[config.mk]
export PLATFORM = sky130hd
export DESIGN_NAME = spi_ctrl_tx
export DESIGN_NICKNAME = d
export VERILOG_FILES = /design/src/rtl/spi_ctrl_tx.sv
export SDC_FILE = /design/constraint.sdc
export NUM_CORES = 1
export LEC_CHECK = 0
export BUFFER_PORTS_ARGS = -buffer_cell sky130_fd_sc_hd__buf_2
export CELL_PAD_IN_SITES_DETAIL_PLACEMENT = 1
export CELL_PAD_IN_SITES_GLOBAL_PLACEMENT = 2
export CORE_ASPECT_RATIO = 1.2
export CORE_MARGIN = 8
export CORE_UTILIZATION = 32
export CTS_CLUSTER_DIAMETER = 200
export DETAILED_ROUTE_END_ITERATION = 8
export PLACE_DENSITY_LB_ADDON = 0.1
export SLEW_MARGIN = 0
export SYNTH_ARGS = -nofsm -noshare
export SYNTH_HDL_FRONTEND = slang
export SYNTH_SLANG_ARGS = --single-unit
[constraint.sdc]
create_clock -name clk -period 3.3 [get_ports clk]
set_clock_uncertainty 0.15 [all_clocks]
set_input_delay 0.66 -clock clk [delete_from_list [all_inputs] [get_ports clk]]
set_output_delay 0.66 -clock clk [all_outputs]
set_load 0.02 [all_outputs]
[src/rtl/spi_ctrl_tx.sv]
`default_nettype none
// ============================================================================
// Module   : spi_ctrl_tx
// Purpose  : SPI master that sends one 16-bit register frame {wr, addr, wdata}
//            per start request.  Phases: LEAD (cs_n low, sclk idle), SHIFT
//            (16 sclk pulses, high half first), TRAIL (cs_n low, sclk idle),
//            GAP (cs_n high).  The last GAP cycle is the done cycle, so a
//            start issued there chains the next frame with exactly CS_GAP
//            cs_n-high cycles between frames.
// Params   : CLK_DIV  clk cycles per sclk half-period (2..255)
//            CS_GAP   clk cycles cs_n high after a frame (1..255)
// Ports    : clk, rst (sync, active-high)
//            start, wr, addr[6:0], wdata[7:0]   frame request
//            sdi                                 MISO
//            sclk, cs_n, sdo                     SPI pins (all registered)
//            busy, done, rdata[15:0]             status / readback
// Option   : SPI_CTRL_TX_READBACK_EN - when defined, sdi is shifted in on
//            every sclk falling edge and published on rdata in the done
//            cycle; otherwise rdata is tied to zero.
// Revision : 1.0 - initial release
// ============================================================================
module spi_ctrl_tx #(
    parameter int CLK_DIV = 4,
    parameter int CS_GAP  = 4
) (
    input  logic        clk,
    input  logic        rst,
    input  logic        start,
    input  logic        wr,
    input  logic [6:0]  addr,
    input  logic [7:0]  wdata,
    input  logic        sdi,
    output logic        sclk,
    output logic        cs_n,
    output logic        sdo,
    output logic        busy,
    output logic        done,
    output logic [15:0] rdata
);

    localparam logic [7:0] c_DIV_LAST = 8'(CLK_DIV - 1);
    localparam logic [7:0] c_GAP_LAST = 8'(CS_GAP - 1);
    localparam logic [4:0] c_BITS     = 5'd16;

    typedef enum logic [2:0] {
        S_IDLE  = 3'd0,
        S_LEAD  = 3'd1,
        S_SHIFT = 3'd2,
        S_TRAIL = 3'd3,
        S_GAP   = 3'd4
    } state_t;

    state_t      r_state_q, w_state_d;
    logic [7:0]  r_cnt_q,   w_cnt_d;
    logic [4:0]  r_bit_q,   w_bit_d;
    logic [15:0] r_sr_q,    w_sr_d;
    logic        r_sclk_q,  w_sclk_d;
    logic        r_cs_n_q,  w_cs_n_d;
    logic        r_sdo_q,   w_sdo_d;
    logic        r_busy_q,  w_busy_d;
    logic        r_done_q,  w_done_d;
    logic        w_load;

`ifdef SPI_CTRL_TX_READBACK_EN
    logic [15:0] r_rx_q,    w_rx_d;
    logic [15:0] r_rdata_q, w_rdata_d;
`endif

    always_comb begin
        w_state_d = r_state_q;
        w_cnt_d   = r_cnt_q;
        w_bit_d   = r_bit_q;
        w_sr_d    = r_sr_q;
        w_sclk_d  = r_sclk_q;
        w_sdo_d   = r_sdo_q;
        w_load    = 1'b0;
`ifdef SPI_CTRL_TX_READBACK_EN
        w_rx_d    = r_rx_q;
`endif

        case (r_state_q)
            S_IDLE: begin
                w_load = start && !r_busy_q;
            end
            S_LEAD: begin
                if (r_cnt_q == c_DIV_LAST) begin
                    w_state_d = S_SHIFT;
                    w_cnt_d   = 8'd0;
                    w_sclk_d  = 1'b1;
                    w_sdo_d   = r_sr_q[15];
                end else begin
                    w_cnt_d = r_cnt_q + 8'd1;
                end
            end
            S_SHIFT: begin
                if (r_cnt_q == c_DIV_LAST) begin
                    w_cnt_d = 8'd0;
                    if (r_sclk_q) begin
                        // Falling edge: peripheral samples sdo now; move
                        // the next bit up but keep sdo until the next rise.
                        w_sclk_d = 1'b0;
                        w_bit_d  = r_bit_q + 5'd1;
                        w_sr_d   = {r_sr_q[14:0], 1'b0};
`ifdef SPI_CTRL_TX_READBACK_EN
                        w_rx_d   = {r_rx_q[14:0], sdi};
`endif
                    end else if (r_bit_q == c_BITS) begin
                        // Low half of the 16th pulse is over.
                        w_state_d = S_TRAIL;
                        w_sdo_d   = 1'b0;
                    end else begin
                        w_sclk_d = 1'b1;
                        w_sdo_d  = r_sr_q[15];
                    end
                end else begin
                    w_cnt_d = r_cnt_q + 8'd1;
                end
            end
            S_TRAIL: begin
                if (r_cnt_q == c_DIV_LAST) begin
                    w_state_d = S_GAP;
                    w_cnt_d   = 8'd0;
                end else begin
                    w_cnt_d = r_cnt_q + 8'd1;
                end
            end
            S_GAP: begin
                // The last GAP cycle is the done cycle (busy already low),
                // so a start seen here goes straight into the next LEAD.
                if (r_cnt_q == c_GAP_LAST) begin
                    w_state_d = S_IDLE;
                    w_load    = start && !r_busy_q;
                end else begin
                    w_cnt_d = r_cnt_q + 8'd1;
                end
            end
            default: begin
                w_state_d = S_IDLE;
            end
        endcase

        if (w_load) begin
            w_state_d = S_LEAD;
            w_cnt_d   = 8'd0;
            w_bit_d   = 5'd0;
            w_sr_d    = {wr, addr, wdata};
`ifdef SPI_CTRL_TX_READBACK_EN
            w_rx_d    = 16'd0;
`endif
        end

        // Status and pins are derived from the next state so they are
        // registered yet aligned with the state they describe.
        w_done_d = (w_state_d == S_GAP) && (w_cnt_d == c_GAP_LAST);
        w_busy_d = (w_state_d != S_IDLE) && !w_done_d;
        w_cs_n_d = !((w_state_d == S_LEAD) || (w_state_d == S_SHIFT) ||
                     (w_state_d == S_TRAIL));
`ifdef SPI_CTRL_TX_READBACK_EN
        w_rdata_d = w_done_d ? r_rx_q : r_rdata_q;
`endif
    end

    always_ff @(posedge clk) begin
        if (rst) begin
            r_state_q <= S_IDLE;
            r_cnt_q   <= 8'd0;
            r_bit_q   <= 5'd0;
            r_sr_q    <= 16'd0;
            r_sclk_q  <= 1'b0;
            r_cs_n_q  <= 1'b1;
            r_sdo_q   <= 1'b0;
            r_busy_q  <= 1'b0;
            r_done_q  <= 1'b0;
`ifdef SPI_CTRL_TX_READBACK_EN
            r_rx_q    <= 16'd0;
            r_rdata_q <= 16'd0;
`endif
        end else begin
            r_state_q <= w_state_d;
            r_cnt_q   <= w_cnt_d;
            r_bit_q   <= w_bit_d;
            r_sr_q    <= w_sr_d;
            r_sclk_q  <= w_sclk_d;
            r_cs_n_q  <= w_cs_n_d;
            r_sdo_q   <= w_sdo_d;
            r_busy_q  <= w_busy_d;
            r_done_q  <= w_done_d;
`ifdef SPI_CTRL_TX_READBACK_EN
            r_rx_q    <= w_rx_d;
            r_rdata_q <= w_rdata_d;
`endif
        end
    end

    assign sclk = r_sclk_q;
    assign cs_n = r_cs_n_q;
    assign sdo  = r_sdo_q;
    assign busy = r_busy_q;
    assign done = r_done_q;

`ifdef SPI_CTRL_TX_READBACK_EN
    assign rdata = r_rdata_q;
`else
    logic w_unused_sdi;
    assign w_unused_sdi = sdi;
    assign rdata        = 16'd0;
`endif

endmodule
`default_nettype wire

==> results.json, run 1 <==
{
  "antenna_cells": 0,
  "status": "finished, final reports clean",
  "cts.path.max_buffers": 2,
  "ff_latch_area_sq_um": 741,
  "timing.critical_path.fanout_max": 6,
  "grt_first_pass_wirelength_mm": 8.27,
  "multi_input_area_sq_um": 1080,
  "setup_total_negative_slack_ns": 0,
  "utilization_pct": 36.6,
  "yosys.cell_types.count": 54,
  "htreeDepth": 2,
  "syn-cell-area_sq_um": 1980,
  "cts_hold_buf": 0,
  "cts.root.buffer_cell": "sky130_fd_sc_hd__clkbuf_8",
  "route.final.wire_length_mm": 4.96,
  "post-dp-hpwl_mm": 3.56,
  "first_pass_iters": 4,
  "worstSetupStartpointType": "flop",
  "leading_post_synthesis_cells_by_cell_area": "sky130_fd_sc_hd__dfxtp_1 (37%), sky130_fd_sc_hd__buf_4 (6.8%), sky130_fd_sc_hd__a22oi_1 (5.3%)",
  "route.vias.total": 1642,
  "total_power_mw": 0.936,
  "antenna_found_initial": 0,
  "timing.critical_path.max_delay_family": "simple AND/OR/NAND/NOR gates",
  "syn-instance-count": 231,
  "dieWidth_microns": 87.9,
  "max_slew_margin_pct": 54.1,
  "cp_common_cell": "sky130_fd_sc_hd__ha_1",
  "power_leakage_nw": 0.840,
  "ys.flop_type": "sky130_fd_sc_hd__dfxtp_1",
  "synth_largest_type_area_fraction_pct": 37.3,
  "layout-drive-gt1-share_pct": 19.1,
  "final_count_of_negative_setup_slack_endpoints": 0,
  "cts_made_buffers": 5,
  "place.port_buffers": 23,
  "ir_worst_vdd_mv": 0.179,
  "grt_overflow": 0,
  "num-fill-cells": 743,
  "endpoint_kind": "flop",
  "seq_area_frac_synth_pct": 37.3,
  "cp_max_stage_delay_ns": 0.44,
  "setup_slack_ns": 0.675,
  "routedWlPerCell_microns": 14.9,
  "die-area_sq_um": 8990,
  "io_pins": 41,
  "initial_utilization_pct": 33.0,
  "post_drt_via_cell_ratio": 4.93,
  "post_cts_buffers": 0,
  "syn_area_per_cell_sq_um": 8.59,
  "cts_tree": "done",
  "pre_cts_slack_ns": 0.711,
  "floorplan.die.height_microns": 102,
  "synth_enable_flop_cells": 0,
  "finalWeightedCongestion": 0.709,
  "rsz_0062_raised_after_global_routing": "false",
  "timing.fmax_ghz": 0.381,
  "count_of_synthesis_stage_warnings_from_yosys": 0,
  "core.rowCount": 31,
  "synth_common_cells": "sky130_fd_sc_hd__dfxtp_1 (37), sky130_fd_sc_hd__nand2_1 (19), sky130_fd_sc_hd__a21oi_1 (18), sky130_fd_sc_hd__buf_4 (18), sky130_fd_sc_hd__a22oi_1 (14)",
  "hold_slack_ns": 0.308,
  "timing.critical_path.cells": "ha_1 -> or3b_4 -> nor2_4 -> inv_2 -> ha_1 -> o211ai_1 -> o21ai_0 -> nor2_1 -> nor4b_1",
  "groute.usage.overall_pct": 11.9,
  "grt_pass1_vias": 1679,
  "hold_viol": 0,
  "drtIter0Drc": 93,
  "clkLatencyLatePin_ns": 0.30,
  "drc_viols": 0,
  "yosys_register_bits": 37,
  "final_period_minus_worst_setup_slack_ns": 2.63,
  "yosys.cell_count.top_type": "sky130_fd_sc_hd__dfxtp_1",
  "synth_async_sr_flop_share_pct": 0,
  "synthToLayoutAreaGrowth_pct": 10.8,
  "powerDensity_nw_per_um2": 426,
  "critical_path_required_ns": 3.35,
  "cts_repair_resizes": 0,
  "hold_path_class": "reg -> reg",
  "cpMaxStageDelayCell": "sky130_fd_sc_hd__or3b_4",
  "worstSetupPathType": "reg -> reg",
  "worst-slew-pin-transition_ns": 0.682,
  "synth_area_leader_cell": "sky130_fd_sc_hd__dfxtp_1",
  "grt_start_max_net_pins": 32,
  "final_antenna_net_count": 0,
  "arrival_time_of_data_at_the_critical_path_endpoint_ns": 2.67,
  "design.final.nets": 274,
  "crit_buf_inv": 1,
  "core_area_sq_um": 6010,
  "path_clk_slew_ns": 0.08,
  "cts_num_sinks": 37,
  "maxCapViolations": 0,
  "period_share_pct": 79.6,
  "maxSlewViolCount": 0
}
[flip-flops by register name, summed over array words and instances, names as in the netlist]
register / flops
busy: 1
cs_n: 1
done: 1
r_bit_q: 5
r_cnt_q: 8
r_sr_q: 16
r_state_q: 3
sclk: 1
sdo: 1
[per-layer routing]
metal	up-vias	GRT usage, %	share of wire [%]
met1	785	14.1	46
met3	5	3.62	3.3
met5	-	0	0
li1	833	-	-
met4	0	5.17	1.4
met2	19	19.4	49
[area by class of cell]
class | count | area share [%]
Clock buffer | 5 | 3.13
Clock inverter | 3 | 0.797
Inverter | 7 | 1.20
Multi-Input combinational cell | 171 | 49.0
Sequential cell | 37 | 33.7
Tap cell | 82 | 4.67
Timing Repair Buffer | 28 | 7.51
[cell usage in the layout (no fill, tap or decap), types with 2 or more instances in the layout]
master,n
sky130_fd_sc_hd__ha_1,4
sky130_fd_sc_hd__conb_1,16
sky130_fd_sc_hd__buf_4,4
sky130_fd_sc_hd__and3_1,3
sky130_fd_sc_hd__mux2i_1,4
sky130_fd_sc_hd__clkbuf_8,5
sky130_fd_sc_hd__a21oi_1,18
sky130_fd_sc_hd__nand2b_1,2
sky130_fd_sc_hd__nor4b_1,2
sky130_fd_sc_hd__nand2_1,19
sky130_fd_sc_hd__or2_2,2
sky130_fd_sc_hd__xnor2_1,5
sky130_fd_sc_hd__dfxtp_1,37
sky130_fd_sc_hd__a22oi_1,14
sky130_fd_sc_hd__o21ai_0,8
sky130_fd_sc_hd__buf_2,23
sky130_fd_sc_hd__nor3_1,11
sky130_fd_sc_hd__nor2_1,12
sky130_fd_sc_hd__nand3_1,3
sky130_fd_sc_hd__clkinv_2,2
sky130_fd_sc_hd__nand4_1,8
sky130_fd_sc_hd__inv_1,6
sky130_fd_sc_hd__nor3b_1,3
sky130_fd_sc_hd__a31oi_1,2
sky130_fd_sc_hd__xor2_1,7
[stage by stage]
step / cells / area (sq um)
floorplan: 246 / 2040
global placement: 325 / 2110
detailed placement: 325 / 2110
CTS: 333 / 2200
global route: 333 / 2200
finish: 333 / 2200
[kinds of logic (layout without fill, tap and decap cells)]
group,Yosys count,count (layout),synth area share [%]
xor+xnor,12,12,5.30
compound gates,54,54,17.5
fa+ha+maj,4,4,2.52
mux,5,5,2.59
flops,37,37,37.3
simple gates,80,80,23.4
other cells,1,16,0.189
buf+inv,38,43,11.2
[where the power goes]
group | internal [mW] | leakage, nW | switching [mW]
clock | 0.146 | 0.0439 | 0.177
sequential | 0.467 | 0.301 | 0.0172
combinational | 0.0483 | 0.495 | 0.0804
total | 0.662 | 0.840 | 0.274
[final timing paths]
| check | start | endpoint | slack, ns | cells after the start |
|---|---|---|---|---|
| max | r_cnt_q[0] | done | 0.67 | 9 |
| min | r_sr_q[9] | r_sr_q[9] | 0.31 | 2 |
| max reg2reg | r_cnt_q[0] | done | 0.67 | 9 |
| min reg2reg | r_sr_q[9] | r_sr_q[9] | 0.31 | 2 |
[worst register-to-register path: stages (launching register included)]
cell and delay, ns:
sky130_fd_sc_hd__dfxtp_1 0.37, sky130_fd_sc_hd__ha_1 0.25, sky130_fd_sc_hd__or3b_4 0.44, sky130_fd_sc_hd__nor2_4 0.18, sky130_fd_sc_hd__inv_2 0.09, sky130_fd_sc_hd__ha_1 0.27, sky130_fd_sc_hd__o211ai_1 0.16, sky130_fd_sc_hd__o21ai_0 0.16
sky130_fd_sc_hd__nor2_1 0.21, sky130_fd_sc_hd__nor4b_1 0.24
(Power assumes the default switching activity.)
==> run 2: changes to the inputs <==
--- a/config.mk
+++ b/config.mk
@@ -10,7 +10,7 @@
 export CELL_PAD_IN_SITES_GLOBAL_PLACEMENT = 2
 export CORE_ASPECT_RATIO = 1.2
 export CORE_MARGIN = 8
-export CORE_UTILIZATION = 32
+export CORE_UTILIZATION = 29
 export CTS_CLUSTER_DIAMETER = 200
 export DETAILED_ROUTE_END_ITERATION = 8
 export PLACE_DENSITY_LB_ADDON = 0.1
==> constraint.sdc (replaced) <==
create_clock -name clk -period 2.1 [get_ports clk]
set_clock_uncertainty 0.15 [all_clocks]
set_input_delay 0.42 -clock clk [delete_from_list [all_inputs] [get_ports clk]]
set_output_delay 0.42 -clock clk [all_outputs]
set_load 0.02 [all_outputs]
==> run 2 against run 1 <==
Against the previous run: the flow now finishes with violations (negative setup slack); power rose by 65%; first-iteration DRC count fell by 40%; wire length is 8.9% higher; critical path depth unchanged; combinational power is 110% higher; sequential share of layout area down 4.7 points; largest cell class unchanged.
==> results.json, run 2 (synthesis gave the netlist of run 1 again) <==
{
  "status": "complete, but fails checks",
  "violations": "negative setup slack",
  "whs_path_depth": 3,
  "timing.critical_path.max_delay_family": "simple AND/OR/NAND/NOR gates",
  "antenna_cells": 0,
  "finalWeightedCongestion": 0.758,
  "worstReg2RegEnd": "done",
  "endpoint_kind": "flop",
  "arrival_time_of_data_at_the_critical_path_endpoint_ns": 2.26,
  "top_regs": "r_sr_q x16, r_cnt_q x8, r_bit_q x5",
  "final_count_of_negative_setup_slack_endpoints": 22,
  "antenna_found_initial": 0,
  "multi_input_area_sq_um": 1160,
  "floorplan.die.height_microns": 107,
  "switching_share_pct": 29.2,
  "first_pass_iters": 4,
  "power.combinational.fraction_pct": 17.9,
  "worstSetupStartpointType": "flop",
  "path_clk_slew_ns": 0.08,
  "ff2ff_path_depth": 9,
  "drtIter0Drc": 56,
  "ff_latch_area_sq_um": 746,
  "timing.critical_path.fanout_max": 3,
  "detailed_place.area_sq_um": 2320,
  "grt_first_pass_wirelength_mm": 9.49,
  "registers.top_by_ff_count": "r_sr_q",
  "cpMaxStageDelayCell": "sky130_fd_sc_hd__or3b_4",
  "place.port_buffers": 23,
  "worst-slew-pin-transition_ns": 0.515,
  "clkLatencyLatePin_ns": 0.30,
  "powerDensity_nw_per_um2": 600,
  "power.internal_mw": 1.09,
  "hold_viol": 0,
  "groute.usage.overall_pct": 11.8,
  "io_pins": 41,
  "maxSlewViolCount": 0,
  "cts_num_sinks": 37,
  "largest_register_ffs": 16,
  "cts_hold_buf": 0,
  "layout.cells.most_common_list": "sky130_fd_sc_hd__dfxtp_1 (35), sky130_fd_sc_hd__buf_4 (31), sky130_fd_sc_hd__buf_2 (23), sky130_fd_sc_hd__nand2_1 (19), sky130_fd_sc_hd__a21oi_1 (17)",
  "htreeDepth": 2,
  "utilization_pct": 38.2,
  "cts.path.max_buffers": 2,
  "cp_max_stage_delay_ns": 0.41,
  "final_period_minus_worst_setup_slack_ns": 2.19,
  "cp_common_cell": "sky130_fd_sc_hd__ha_4",
  "dieWidth_microns": 91.5,
  "setup_total_negative_slack_ns": -1.06,
  "grt_pass1_vias": 1932,
  "fin_area_sq_um": 2570,
  "final_cells": 370,
  "initial_utilization_pct": 29.5,
  "cts_tree": "done",
  "total_power_mw": 1.54,
  "clock_power_share_pct": 33.0,
  "period_share_pct": 104,
  "design.final.nets": 306,
  "crit_buf_inv": 1,
  "seq_power_share_pct": 49.1,
  "numPlacedInstances": 355,
  "worst-path-stages": 9,
  "final_antenna_net_count": 0,
  "post_drt_via_cell_ratio": 4.78,
  "route.final.wire_length_mm": 5.40,
  "worstSetupPathType": "reg -> reg",
  "grt_start_max_net_pins": 31,
  "num-fill-cells": 813,
  "rsz_0062_raised_after_global_routing": "true",
  "hold-path-endpoint": "r_sr_q[1]",
  "worst_hold_startpoint": "wdata[1]",
  "switchingPower_mw": 0.450,
  "maxCapViolations": 0,
  "hold_path_class": "in -> reg",
  "max_slew_margin_pct": 65.3,
  "pre_cts_slack_ns": -0.191,
  "routedWlPerCell_microns": 14.6,
  "ir_worst_vdd_mv": 0.287,
  "core_area_sq_um": 6730,
  "cts_made_buffers": 5,
  "timing.fmax_ghz": 0.457,
  "critical_path_required_ns": 2.17,
  "grt_overflow": 0,
  "timing.reg2reg.setup_slack_ns": -0.09,
  "final_common_cell": "sky130_fd_sc_hd__dfxtp_1",
  "layout-drive-gt1-share_pct": 32.9,
  "post-dp-hpwl_mm": 3.76,
  "core.rowCount": 33,
  "r2r-start": "r_cnt_q[0]",
  "setup_slack_ns": -0.0873,
  "cts.root.buffer_cell": "sky130_fd_sc_hd__clkbuf_8",
  "synthToLayoutAreaGrowth_pct": 29.7,
  "route.vias.total": 1767,
  "die-area_sq_um": 9760,
  "hold_slack_ns": 0.233,
  "timing.critical_path.cells": "ha_4 -> or3b_4 -> nor2_4 -> inv_2 -> ha_4 -> o211ai_1 -> o21ai_1 -> nor2_2 -> nor4b_4",
  "drc_viols": 0,
  "power_leakage_nw": 1.03
}
## run 2: cell types whose count changed in the layout (fill, tap and decap cells not counted), moves of 3 or more
cell,change
sky130_fd_sc_hd__o21ai_1,+3
sky130_fd_sc_hd__buf_6,+4
sky130_fd_sc_hd__o21ai_0,-4
sky130_fd_sc_hd__buf_4,+27
## run 2: how the worst max path moves through the flow
stage | end | start
floorplan | done | r_cnt_q[3]
global placement | done | r_cnt_q[0]
detailed placement | done | r_cnt_q[0]
CTS | done | r_cnt_q[5]
global route | done | r_cnt_q[0]
finish | done | r_cnt_q[0]
## run 2: per-layer routing
metal	up-vias	part of all wire (%)	track usage, %
met5	-	0	0
met4	0	1.5	4.22
met3	8	3.0	2.80
met2	22	51	20.7
met1	843	45	13.6
li1	894	-	-
## run 2: final cells by class
type	count	share of cell area, %
Timing Repair Buffer	60	17.3
Sequential cell	37	29.0
Clock buffer	5	2.67
Inverter	7	1.02
Clock inverter	3	0.681
Multi-Input combinational cell	171	45.1
Tap cell	87	4.23
## run 2: worst min-delay path: stages
cell                      delay [ns]
sky130_fd_sc_hd__buf_2          0.09
sky130_fd_sc_hd__mux2i_1        0.06
sky130_fd_sc_hd__nor2_1         0.08
## run 2: repair_timing
item,4_1_cts,5_1_grt
pin swaps,5,5
endpoints found under the setup margin,26,34
buffers inserted,6,1
resized for setup,12,13
hold endpoints to repair,0,0
gates cloned,1,0
## run 2: power by group through the flow
| stage | Clock [mW] | Sequential, mW | Combinational [mW] |
|---|---|---|---|
| CTS | 0.536 | 0.759 | 0.268 |
| global placement | 0 | 0.773 | 0.236 |
| finish | 0.509 | 0.759 | 0.277 |
| floorplan | 0 | 0.774 | 0.166 |
| detailed placement | 0 | 0.773 | 0.238 |
| global route | 0.571 | 0.766 | 0.304 |
